## config.mk

```make
export PLATFORM = sky130hd
export DESIGN_NAME = rv_iopmp_err_capture
export DESIGN_NICKNAME = d
export VERILOG_FILES = /design/src/rtl/rv_iopmp_err_capture.sv
export SDC_FILE = /design/constraint.sdc
export NUM_CORES = 1
export LEC_CHECK = 0
export CAP_MARGIN = 10
export CORE_MARGIN = 10
export CORE_UTILIZATION = 41
export CTS_BUF_LIST = sky130_fd_sc_hd__clkbuf_4 sky130_fd_sc_hd__clkbuf_8
export DETAILED_ROUTE_END_ITERATION = 8
export PLACE_DENSITY = 0.83
export SYNTH_ARGS = -nofsm -noshare
export SYNTH_HDL_FRONTEND = slang
export SYNTH_SLANG_ARGS = --single-unit
```

## constraint.sdc

```tcl
create_clock -name clk_i -period 5.21 [get_ports clk_i]
set_clock_uncertainty 0.05 [all_clocks]
set_input_delay 1.563 -clock clk_i [delete_from_list [all_inputs] [get_ports clk_i]]
set_output_delay 1.563 -clock clk_i [all_outputs]
set_load 0.02 [all_outputs]
```

## src/rtl/rv_iopmp_err_capture.sv

```systemverilog
// rv_iopmp_err_capture
// Error-record stage behind the IOPMP decision logic. The first failing
// transaction is latched into a locked record. That record backs the
// ERR_REQINFO/ERR_REQADDR/ERR_REQID view and raises a level interrupt.
// Errors that arrive while the record is locked are dropped and never
// overwrite the record.
// Optional feature macro: RV_IOPMP_ERR_DROP_CNT_EN
//   defined   -> saturating counter of dropped error events on drop_cnt_o
//   undefined -> drop_cnt_o is tied to zero and no counter flops exist
module rv_iopmp_err_capture #(
   parameter int ADDR_WIDTH = 64,
   parameter int SID_WIDTH  = 8,
   parameter int CNT_WIDTH  = 16
) (
   input  logic                  clk_i,
   input  logic                  rst_i,
   input  logic                  txn_valid_i,
   input  logic                  err_transaction_i,
   input  logic [2:0]            err_type_i,
   input  logic [15:0]           err_entry_index_i,
   input  logic [2:0]            txn_access_i,
   input  logic [ADDR_WIDTH-1:0] txn_addr_i,
   input  logic [SID_WIDTH-1:0]  txn_sid_i,
   input  logic                  intr_en_i,
   input  logic                  clear_i,
   output logic                  err_v_o,
   output logic [2:0]            err_ttype_o,
   output logic [2:0]            err_etype_o,
   output logic [15:0]           err_eid_o,
   output logic [ADDR_WIDTH-1:0] err_addr_o,
   output logic [SID_WIDTH-1:0]  err_sid_o,
   output logic                  irq_o,
   output logic                  err_event_o,
   output logic [CNT_WIDTH-1:0]  drop_cnt_o
);

   typedef enum logic [0:0] {
      IDLE   = 1'b0,
      LOCKED = 1'b1
   } state_t;

   state_t state_r;
   state_t state_nx_s;
   logic   evt_s;
   logic   capture_s;
   logic   event_r;

   // A verdict only counts as an error event when it is valid this cycle.
   assign evt_s = txn_valid_i & err_transaction_i;

   // State register for the record lock.
   always_ff @(posedge clk_i or posedge rst_i) begin
      if (rst_i) begin
         state_r <= IDLE;
      end else begin
         state_r <= state_nx_s;
      end
   end

   // Next-state and capture decision. A clear and an error in the same
   // cycle replace the record, so the lock stays held.
   always_comb begin
      state_nx_s = state_r;
      capture_s  = 1'b0;
      case (state_r)
         IDLE: begin
            if (evt_s) begin
               capture_s  = 1'b1;
               state_nx_s = LOCKED;
            end else begin
               state_nx_s = IDLE;
            end
         end
         LOCKED: begin
            if (clear_i) begin
               capture_s  = evt_s;
               state_nx_s = evt_s ? LOCKED : IDLE;
            end else begin
               state_nx_s = LOCKED;
            end
         end
         default: begin
            state_nx_s = IDLE;
         end
      endcase
   end

   // Record fields. They keep stale data after a clear because software
   // qualifies them with err_v_o.
   always_ff @(posedge clk_i or posedge rst_i) begin
      if (rst_i) begin
         err_ttype_o <= 3'd0;
         err_etype_o <= 3'd0;
         err_eid_o   <= 16'd0;
         err_addr_o  <= {ADDR_WIDTH{1'b0}};
         err_sid_o   <= {SID_WIDTH{1'b0}};
      end else if (capture_s) begin
         err_ttype_o <= txn_access_i;
         err_etype_o <= err_type_i;
         err_eid_o   <= err_entry_index_i;
         err_addr_o  <= txn_addr_i;
         err_sid_o   <= txn_sid_i;
      end
   end

   // One-cycle pulse per error verdict, whether it is captured or dropped.
   always_ff @(posedge clk_i or posedge rst_i) begin
      if (rst_i) begin
         event_r <= 1'b0;
      end else begin
         event_r <= evt_s;
      end
   end

   assign err_event_o = event_r;
   assign err_v_o     = (state_r == LOCKED);
   assign irq_o       = err_v_o & intr_en_i;

`ifdef RV_IOPMP_ERR_DROP_CNT_EN
   logic                 drop_s;
   logic                 clear_acc_s;
   logic [CNT_WIDTH-1:0] drop_cnt_r;

   assign drop_s      = evt_s & (state_r == LOCKED) & ~clear_i;
   assign clear_acc_s = clear_i & (state_r == LOCKED);

   // Saturating dropped-error counter. An accepted clear takes priority
   // over an increment.
   always_ff @(posedge clk_i or posedge rst_i) begin
      if (rst_i) begin
         drop_cnt_r <= {CNT_WIDTH{1'b0}};
      end else if (clear_acc_s) begin
         drop_cnt_r <= {CNT_WIDTH{1'b0}};
      end else if (drop_s && (drop_cnt_r != {CNT_WIDTH{1'b1}})) begin
         drop_cnt_r <= drop_cnt_r + CNT_WIDTH'(1);
      end
   end

   assign drop_cnt_o = drop_cnt_r;
`else
   assign drop_cnt_o = {CNT_WIDTH{1'b0}};
`endif

endmodule

```

==> impl_metrics.yaml, run 1 <==
floorplan:
  die_area_um2: 14100
  die_h_um: 119
  start_util: 0.416
  io_pins: 213
  num_rows: 36
  core-area_um2: 9640
  die_w_um: 119
timing:
  worst_hold_slack_ns: 0.460
  rsz0062_at_grt: "no"
  min_period_ns: 4.35
  min_period_over_period: 0.835
  fmax_mhz: 230
  setup_viol: 0
  finalSetupTns_ns: 0
  final_hold_viol_count: 0
  relSlewSlack: 0.293
  worst_slew_pin_slew_ns: 1.06
  drv_slew: 0
placement:
  dp_hpwl_um: 8320
  portBuffers: 196
  routabilityCongestion: 0.696
worst_setup_path:
  cp.required_ns: 3.60
  worstPathArrival_ns: 2.74
  startpoint_type: "input pin"
  end_kind: "primary output"
  critPathKind: "input pin to primary output"
  path_max_fanout: 1
clock_tree:
  htreeDepth: 3
  postCtsSetupBuffers: 0
  cts_hold_buffers: 0
  post_cts_resized: 0
  cts_buffers: 9
  clk_pin_slew_ns: 0.08
  cts.sinks: 96
  clkLatencyLatePin_ns: 0.34
  clockBufferDepth: 2
  cts_tree: "built"
  cts_root_buffer: "clkbuf_8"
routing:
  drt-wirelength-per-cell_um: 19.4
  first_pass_iters: 4
  drt_iter0_drc: 65
  ant_nets: 0
  viasPerCell: 4.52
  post-route-drc-count: 0
  wl_um: 10900
  num_vias: 2538
global_route:
  grt_overflow: 0
  grt_pass1_vias: 2953
  grt_pass1_wl_um: 17100
  antenna_found_initial: 0
  grt_start_max_net_pins: 90
  track_usage: 0.153
yosys:
  synth_cell_types: 13
  yosysSeqAreaShare: 0.599
  ys_warn_count: 0
  synth_cells: 224
  synth_area_um2: 4010
  syn-mean-instance-area_um2: 17.9
  synth-seq-cells: 96
cells_and_area:
  drive_gt1_frac: 0.271
  syn2layout_area_growth_pct: 52.4
  final_common_cell: "clkdlybuf4s50_1"
  antenna_cells: 0
  final_core_utilization: 0.635
  final_cell_mix: "clkdlybuf4s50_1 (196), dfrtp_1 (96), mux2_4 (60), mux2_2 (34), conb_1 (16)"
  nets: 523
  n_fill_cell: 768
run:
  max-cap-violations: 0
min_path:
  worst_hold_path_type: "flip-flop to flip-flop"
power:
  power.density_nw_per_um2: 355
  p_total_mw: 2.17
  ir_drop_mv: 0.193
  p_leak_nw: 2.65
status:
  status: "finished, final reports clean"
[per-layer routing]
layer | global-route usage | wire [um] | vias up
met2 | 0.241 | 5210 | 137
li1 | - | - | 1130
met4 | 0.0649 | 206 | 0
met1 | 0.173 | 4340 | 1257
met3 | 0.0737 | 1130 | 14
met5 | 0 | 0 | -
[layout make-up]
cell class | count | area (um2) | area share
Sequential cell | 96 | 2400 | 0.393
Clock inverter | 6 | 35.0 | 0.00573
Multi-Input combinational cell | 114 | 1380 | 0.225
Inverter | 3 | 13.8 | 0.00225
Timing Repair Buffer | 199 | 1980 | 0.324
Tap cell | 133 | 166 | 0.0272
Clock buffer | 10 | 138 | 0.0225
[power by group]
| group | switching (mW) | internal (mW) | total (mW) |
|---|---|---|---|
| combinational | 0.338 | 0.447 | 0.785 |
| clock | 0.253 | 0.183 | 0.437 |
| sequential | 0.0747 | 0.878 | 0.953 |
| total | 0.666 | 1.51 | 2.17 |
[critical path, cell delays in order]
cell,delay (ns)
clkdlybuf4s50_1,0.45
and2_1,0.12
clkdlybuf4s50_1,0.60
[per-stage QoR]
step                      cells  setup WS (ns)  area [um2]
after floorplan             239           1.09        4070
after global placement      545          0.842        5940
after detailed placement    545          0.850        5940
after CTS                   561          0.846        6120
after global routing        561          0.807        6120
final                       561          0.859        6120
[cell usage after synthesis]
cell	instances	share of area
buf_4	19	0.036
a21oi_4	1	0.0041
mux2_2	34	0.095
buf_12	6	0.030
conb_1	1	0.00093
buf_8	1	0.0037
and2_1	1	0.0016
dfrtp_1	96	0.60
a21o_1	1	0.0019
mux2_4	60	0.22
inv_2	1	0.00093
nand2_1	1	0.00093
inv_1	2	0.0019
[cell families after synthesis]
family / after synthesis / share of synthesized area
DFF: 96 / 0.599
buffers and inverters: 29 / 0.0720
other: 1 / 0.000935
AOI/OAI and AO/OA: 2 / 0.00593
and+or+nand+nor: 2 / 0.00249
muxes: 94 / 0.320
[sequential cells by signal (all words and copies together), names as in the netlist]
name,cells
err_sid_o,8
err_eid_o,16
err_addr_o,64
err_event_o,1
err_etype_o,3
err_ttype_o,3
err_v_o,1
[worst paths after layout]
path                                                   end  cells after the start                        from  slack, ns
worst max-delay path                                 irq_o                      3                   intr_en_i       0.86
worst min-delay path            err_addr_o[26]$_DFFE_PP0P_                      1  err_addr_o[26]$_DFFE_PP0P_       0.46
worst max register to register  err_addr_o[26]$_DFFE_PP0P_                      3           err_v_o$_DFF_PP0_       3.33
worst min register to register  err_addr_o[26]$_DFFE_PP0P_                      1  err_addr_o[26]$_DFFE_PP0P_       0.46
max in group asynchronous         err_eid_o[2]$_DFFE_PP0P_                      3                       rst_i       2.57
min in group asynchronous       err_addr_o[27]$_DFFE_PP0P_                      2                       rst_i       1.78
Power figures use the tool's default switching activity.
==> run 2, diff against run 1 <==
Settings changed: CORE_UTILIZATION 41 to 37, PLACE_DENSITY 0.83 to 0.79.
Clock period 5.21 ns to 4 ns, I/O delays scaled along.
==> impl_metrics.yaml, run 2 (synthesized netlist as in run 1, its figures left out) <==
status:
  status: "finished, final reports clean"
global_route:
  grt_pass1_vias: 2779
  track_usage: 0.132
  grt_overflow: 0
  antenna_found_initial: 0
  grt_pass1_wl_um: 15700
  grt_start_max_net_pins: 58
power:
  combPwrFrac: 0.360
  ir_drop_mv: 0.239
  swShare: 0.304
  p_int_mw: 1.97
  sequentialPowerShare: 0.439
  p_clk_frac: 0.201
  power.density_nw_per_um2: 460
  p_leak_nw: 2.66
  power.switching_mw: 0.859
clock_tree:
  postCtsSetupBuffers: 0
  cts_root_buffer: "clkbuf_8"
  htreeDepth: 3
  cts_buffers: 9
  clk_pin_slew_ns: 0.09
  clkLatencyLatePin_ns: 0.34
  cts_hold_buffers: 0
  cts_tree: "built"
  cts.sinks: 96
  post_cts_resized: 0
  clockBufferDepth: 2
placement:
  dp_slack_ns: 0.383
  dp_cells: 548
  routabilityCongestion: 0.727
  portBuffers: 196
  dp_hpwl_um: 8220
routing:
  first_pass_iters: 4
  num_vias: 2485
  post-route-drc-count: 0
  viasPerCell: 4.41
  drt-wirelength-per-cell_um: 18.8
  wl_um: 10600
  drt_iter0_drc: 89
  ant_nets: 0
worst_setup_path:
  worstPathArrival_ns: 2.37
  cp.required_ns: 2.75
  ff2ff_path_depth: 3
  critPathKind: "input pin to primary output"
  startpoint_type: "input pin"
  end_kind: "primary output"
  path_max_fanout: 1
timing:
  final_hold_viol_count: 0
  setup_slack_ns: 0.380
  fmax_mhz: 276
  min_period_over_period: 0.905
  rsz0062_at_grt: "no"
  min_period_ns: 3.62
  worst_slew_pin_slew_ns: 0.567
  finalSetupTns_ns: 0
  drv_slew: 0
  setup_viol: 0
  relSlewSlack: 0.622
floorplan:
  die_area_um2: 15400
  num_rows: 37
  core-area_um2: 10500
  io_pins: 213
  die_h_um: 124
  die_w_um: 124
  start_util: 0.384
cells_and_area:
  final_cell_mix: "clkdlybuf4s50_1 (196), dfrtp_1 (96), mux2_4 (60), mux2_2 (34), conb_1 (16)"
  nets: 523
  final_core_utilization: 0.587
  antenna_cells: 0
  final_cells: 564
  drive_gt1_frac: 0.271
  largestRegisters: "err_addr_o: 64 flops, err_eid_o: 16 flops, err_sid_o: 8 flops"
  top_register: "err_addr_o"
  largest_reg_flops: 64
  syn2layout_area_growth_pct: 53.2
  final_common_cell: "clkdlybuf4s50_1"
min_path:
  worst_hold_path_type: "flip-flop to flip-flop"
  hold_path_depth: 1
run:
  max-cap-violations: 0
[run 2: final timing paths]
check	from	endpoint	slack, ns
worst max-delay path	intr_en_i	irq_o	0.38
worst min-delay path	err_etype_o[0]$_DFFE_PP0P_	err_etype_o[0]$_DFFE_PP0P_	0.46
worst max register to register	err_v_o$_DFF_PP0_	err_addr_o[24]$_DFFE_PP0P_	2.29
worst min register to register	err_etype_o[0]$_DFFE_PP0P_	err_etype_o[0]$_DFFE_PP0P_	0.46
max in group asynchronous	rst_i	err_addr_o[52]$_DFFE_PP0P_	2.02
min in group asynchronous	rst_i	err_addr_o[47]$_DFFE_PP0P_	1.21
[run 2: critical path, cell delays in order]
cell	delay (ns)
clkdlybuf4s50_1	0.45
and2_1	0.11
clkdlybuf4s50_1	0.61
[run 2: metal layers]
metal  vias to the layer above  GRT usage  wire length (um)
li1                       1129          -                 -
met1                      1222      0.159              4210
met3                         7     0.0656              1320
met5                         -          0                 0
met4                         0     0.0403                83
met2                       127      0.204              4960
[run 2: power groups by stage]
stage	sequential, mW	combinational [mW]	clock [mW]
6_report	1.24	1.02	0.567
5_1_grt	1.27	1.07	0.636
4_1_cts	1.24	1.04	0.592
3_5_place_dp	1.26	1.03	0
3_3_place_gp	1.25	1.02	0
2_1_floorplan	1.47	0.311	0
[run 2: per-stage QoR]
step | total power, mW | area [um2] | hold WS, ns
CTS | 2.87 | 6150 | 0.468
detailed placement | 2.29 | 5970 | 0.442
global route | 2.97 | 6150 | 0.481
finish | 2.83 | 6150 | 0.464
global placement | 2.27 | 5970 | 0.438
floorplan | 1.78 | 4070 | 0.586
[run 2: layout make-up]
type	instances	area [um2]
well taps	136	170
flip-flops and latches	96	2400
repair buffers	199	2010
clock buffers	10	138
inverters	3	13.8
fillers	851	4320
multi-input cells	114	1380
clock inverters	6	35.0
